File: config.mk
export PLATFORM = sky130hd
export DESIGN_NAME = ahb_apb_bridge
export DESIGN_NICKNAME = d
export VERILOG_FILES = /design/src/rtl/ahb_apb_bridge.sv
export SDC_FILE = /design/constraint.sdc
export NUM_CORES = 1
export LEC_CHECK = 0
export ABC_AREA = 1
export CAP_MARGIN = 5
export CORE_MARGIN = 5
export CORE_UTILIZATION = 35
export DETAILED_ROUTE_END_ITERATION = 7
export PLACE_DENSITY = 0.76
export RECOVER_POWER = 25
export SETUP_SLACK_MARGIN = 0.4
export SLEW_MARGIN = 20
export SYNTH_ARGS = -nofsm -noshare
export SYNTH_HDL_FRONTEND = slang
export SYNTH_SLANG_ARGS = --single-unit
File: constraint.sdc
create_clock -name HCLK -period 1.41 [get_ports HCLK]
set_clock_uncertainty 0.1 [all_clocks]
set_input_delay 0.282 -clock HCLK [delete_from_list [all_inputs] [get_ports HCLK]]
set_output_delay 0.282 -clock HCLK [all_outputs]
set_load 0.03 [all_outputs]
File: src/rtl/ahb_apb_bridge.sv
// AHB-Lite to APB bridge: turns each accepted AHB transfer into one APB SETUP/ENABLE access.
// HADDR[15:12] picks the APB slave; indices beyond NUM_SLAVES return a two-cycle AHB ERROR.
module ahb_apb_bridge #(
   parameter int NUM_SLAVES = 4,
   parameter int ADDR_W     = 12
) (
   input  logic                  HCLK,
   input  logic                  nRESET,
   input  logic                  HSEL,
   input  logic [31:0]           HADDR,
   input  logic [1:0]            HTRANS,
   input  logic                  HWRITE,
   input  logic [31:0]           HWDATA,
   input  logic                  HREADY,
   output logic                  HREADYOUT,
   output logic                  HRESP,
   output logic [31:0]           HRDATA,
   output logic [NUM_SLAVES-1:0] PSEL,
   output logic                  PENABLE,
   output logic                  PWRITE,
   output logic [ADDR_W-1:0]     PADDR,
   output logic [31:0]           PWDATA,
   input  logic [31:0]           PRDATA
);

   localparam logic [2:0] ST_IDLE   = 3'd0;
   localparam logic [2:0] ST_WDATA  = 3'd1;
   localparam logic [2:0] ST_SETUP  = 3'd2;
   localparam logic [2:0] ST_ENABLE = 3'd3;
   localparam logic [2:0] ST_RDONE  = 3'd4;
   localparam logic [2:0] ST_ERR1   = 3'd5;
   localparam logic [2:0] ST_ERR2   = 3'd6;

   logic [2:0]        state_q, state_d;
   logic [ADDR_W-1:0] paddr_q, paddr_d;
   logic              pwrite_q, pwrite_d;
   logic [31:0]       pwdata_q, pwdata_d;
   logic [31:0]       hrdata_q, hrdata_d;
   logic [3:0]        idx_q, idx_d;
   logic              ready_out;
   logic              accept;
   logic              addr_err;
   logic              unused_bits;

   assign unused_bits = ^{HTRANS[0], HADDR[31:16]};

   assign accept   = HSEL & HREADY & HTRANS[1];
   assign addr_err = int'(HADDR[15:12]) >= NUM_SLAVES;

   // A write's ENABLE cycle already completes the AHB data phase, so it can take the next address.
   always_comb begin
      ready_out = 1'b0;
      case (state_q)
         ST_IDLE, ST_RDONE, ST_ERR2: ready_out = 1'b1;
         ST_ENABLE:                  ready_out = pwrite_q;
         default:                    ready_out = 1'b0;
      endcase
   end

   always_comb begin
      state_d  = state_q;
      paddr_d  = paddr_q;
      pwrite_d = pwrite_q;
      pwdata_d = pwdata_q;
      hrdata_d = hrdata_q;
      idx_d    = idx_q;
      case (state_q)
         ST_WDATA: begin
            pwdata_d = HWDATA;
            state_d  = ST_SETUP;
         end
         ST_SETUP: state_d = ST_ENABLE;
         ST_ENABLE: begin
            if (!pwrite_q) begin
               hrdata_d = PRDATA;
               state_d  = ST_RDONE;
            end else begin
               state_d = ST_IDLE;
            end
         end
         ST_ERR1: state_d = ST_ERR2;
         default: state_d = ST_IDLE;
      endcase
      if (ready_out && accept) begin
         paddr_d  = HADDR[ADDR_W-1:0];
         pwrite_d = HWRITE;
         idx_d    = HADDR[15:12];
         if (addr_err)
            state_d = ST_ERR1;
         else if (HWRITE)
            state_d = ST_WDATA;
         else
            state_d = ST_SETUP;
      end
   end

   always_ff @(posedge HCLK or negedge nRESET) begin
      if (!nRESET) begin
         state_q  <= ST_IDLE;
         paddr_q  <= '0;
         pwrite_q <= 1'b0;
         pwdata_q <= '0;
         hrdata_q <= '0;
         idx_q    <= '0;
      end else begin
         state_q  <= state_d;
         paddr_q  <= paddr_d;
         pwrite_q <= pwrite_d;
         pwdata_q <= pwdata_d;
         hrdata_q <= hrdata_d;
         idx_q    <= idx_d;
      end
   end

   always_comb begin
      PSEL = '0;
      if (state_q == ST_SETUP || state_q == ST_ENABLE) begin
         for (int i = 0; i < NUM_SLAVES; i++)
            PSEL[i] = (idx_q == 4'(i));
      end
   end

   assign PENABLE   = (state_q == ST_ENABLE);
   assign HREADYOUT = ready_out;
   assign HRESP     = (state_q == ST_ERR1) || (state_q == ST_ERR2);
   assign HRDATA    = hrdata_q;
   assign PWRITE    = pwrite_q;
   assign PADDR     = paddr_q;
   assign PWDATA    = pwdata_q;

endmodule

==> results.py <==
metrics = {
    "clocking": {
        "cts.path.max_buffers": 2,
        "clock-root-buffer": "clkbuf_8",
        "cts.htree.levels": 3,
        "tritoncts": "yes",
        "clk_pin_slew_ns": 0.08,
        "numCtsBuffers": 9,
        "clk_latency_ns": 0.35,
        "clock-sinks": 84,
    },
    "worst_setup_path": {
        "critical_path.max_stage_delay_ns": 0.40,
        "critical_path.max_fanout": 5,
        "cp-start-kind": "flip-flop",
        "required_ns": 1.03,
        "path_class": "flip-flop to primary output",
        "crit_arrival_ns": 1.43,
        "cpMostUsedCell": "buf_6",
        "path_cells": "inv_2 > buf_4 > buf_6 > nand3_4 > and2_4 > buf_6",
        "path_delay_family": "buffers and inverters",
        "path_buf_inv": 4,
        "crit_slowest_cell": "dfrtp_1",
        "end_kind": "primary output",
    },
    "synth": {
        "yosys.area.top_type": "dfrtp_1",
        "synth_seq_area_share_pct": 60.5,
        "ys_seq_elements": 84,
        "yosysWarnings": 0,
        "netlist_area_sq_um": 3480,
        "synth_cell_types": 21,
        "yosysTopAreaCellShare_pct": 60.5,
        "syn_avg_cell_area_sq_um": 8.80,
        "synth.area.top_cells": "dfrtp_1 (60%), nand2_1 (19%), nand3_1 (4.8%), o21ai_1 (4.2%), nand4_1 (3.6%)",
        "synth_fp_nets": 498,
        "synthCells": 395,
    },
    "global_routing": {
        "grt_start_max_net_pins": 85,
        "grt_pass1_vias": 4086,
        "grt_pass1_wl_mm": 20.4,
        "grt_overflow": 0,
        "grt_antenna_before_repair": 0,
        "track_usage_pct": 22.1,
    },
    "sta": {
        "worst_slew_pin_slew_ns": 0.594,
        "hold_viol_final": 0,
        "finalWorstSetupSlack_ns": -0.403,
        "fin_setup_tns_ns": -15.26,
        "whs_ns": 0.359,
        "fin_crit_ns": 1.81,
        "fin_crit_sh_pct": 129,
        "max_slew_margin_pct": 60.4,
        "rsz0062_at_grt": "yes",
        "setup-violations-final": 92,
        "fmax_mhz": 552,
        "slew_violations": 0,
    },
    "finish": {
        "final_cell_mix": "nand2_1 (156), buf_6 (97), clkdlybuf4s50_1 (84), dfrtp_1 (82), buf_4 (79)",
        "fin_nets": 776,
        "syn_to_final_growth_pct": 109,
        "antenna_cells": 0,
        "drive_gt1_share_pct": 43.3,
        "final_cell_area_sq_um": 7260,
        "final_common_cell": "nand2_1",
    },
    "die": {
        "rows": 36,
        "dieWidth_microns": 110,
        "dieArea_sq_um": 12000,
        "start_util_pct": 35.7,
        "die-height_microns": 110,
        "boundaryPins": 187,
        "core_sq_um": 9730,
    },
    "route": {
        "wl_per_cell_microns": 17.0,
        "viasPerCell": 4.83,
        "num_vias": 3914,
        "ant_nets": 0,
        "drcViolationCount": 0,
        "finalWirelength_mm": 13.8,
        "firstDrtPassIters": 4,
        "drt_iter0_markers": 240,
    },
    "pwr": {
        "finalPower_w": 0.0185,
        "ir_worst_vdd_mv": 1.33,
        "power.density_nw_per_um2": 2550,
        "power.leakage_nw": 3.55,
    },
    "min_path": {
        "hold_class": "input port to flip-flop",
    },
    "placement": {
        "place.gp.congestion": 0.816,
        "place.detailed.hpwl_mm": 7.66,
        "place_ws_ns": -0.292,
        "place_area_sq_um": 5440,
        "io_buffers": 169,
    },
    "flow_run": {
        "maxCapViolCount": 0,
    },
    "run_status": {
        "outcome": "complete, but fails checks",
        "violations": "setup timing",
    },
}
-- metal layers --
layer | part of all wire [%] | routed length [microns] | global-route usage [%] | vias up
met2 | 53 | 7290 | 39.7 | 136
met1 | 37 | 5100 | 25.2 | 1900
met5 | 0 | 0 | 0 | -
li1 | - | - | - | 1850
met4 | 3.0 | 416 | 8.64 | 0
met3 | 7.1 | 984 | 5.40 | 28
-- cells in the mapped netlist --
| library cell | n |
|---|---|
| nand2_1 | 174 |
| buf_1 | 2 |
| buf_4 | 2 |
| o21ai_0 | 3 |
| buf_6 | 1 |
| buf_2 | 12 |
| o21ai_1 | 29 |
| nand3b_1 | 1 |
| nor2_2 | 2 |
| inv_2 | 1 |
| inv_1 | 9 |
| nor3_1 | 4 |
| nand4_1 | 20 |
| nand3_2 | 2 |
| nand3_4 | 1 |
| nor2_1 | 3 |
| dfrtp_1 | 84 |
| nand3_1 | 33 |
| clkbuf_1 | 9 |
| and2_1 | 1 |
| a21oi_1 | 2 |
-- layout make-up --
cell class / instances / area (sq um)
Sequential cell: 84 / 2100
Clock buffer: 14 / 173
Inverter: 10 / 40.0
Multi-Input combinational cell: 277 / 1580
Clock inverter: 1 / 30.0
Timing Repair Buffer: 291 / 3170
Tap cell: 133 / 166
Fill cell: 671 / 2470
-- worst min-delay path, cell delays in order --
cell             delay (ns)
clkdlybuf4s50_1        0.39
nand2_1                0.06
nand2_1                0.04
-- worst paths after layout --
kind                            slack [ns]        from  depth (start not counted)          to
worst min-delay path                  0.36   PRDATA[2]                          3   HRDATA[2]
worst max register to register       -0.29  state_q[2]                          9  HRDATA[24]
max in group asynchronous             0.08      nRESET                          3      PWRITE
worst min register to register        0.40   PWDATA[4]                          2   PWDATA[4]
worst max-delay path                 -0.40  state_q[2]                          6   HREADYOUT
min in group asynchronous             0.52      nRESET                          3  HRDATA[12]
-- state kept, by name, summed over array words and instances (netlist names) --
name / cells
PWDATA: 32
state_q: 3
HRDATA: 32
idx_q: 4
PADDR: 12
PWRITE: 1
-- stage by stage --
step | instances | utilization [%]
after floorplan | 395 | -
after global placement | 698 | 55.9
after detailed placement | 698 | 55.9
after CTS | 774 | 70.8
after global routing | 810 | 74.6
final | 810 | 74.6
-- where the power goes --
part | internal, W | leakage [nW] | switching (W)
sequential | 0.00361 | 1.03 | 0.000993
combinational | 0.00598 | 2.42 | 0.00614
clock | 0.000958 | 0.103 | 0.000823
-- what timing repair did --
action                     4_1_cts  5_1_grt
buffers inserted                48       33
gates resized for setup        293       20
gates cloned                    12        3
pin swaps                       39        9
hold endpoints to repair        84        0
hold buffers                     1        0
setup endpoints to repair      168      232
-- cell families (layout without fill, tap and decap cells) --
group,count (synthesis),in the layout,synth area share (%)
simple gates,241,243,29.9
compound gates,34,34,4.90
buf+inv,36,316,4.75
flops,84,84,60.5
Power figures use the tool's default switching activity.
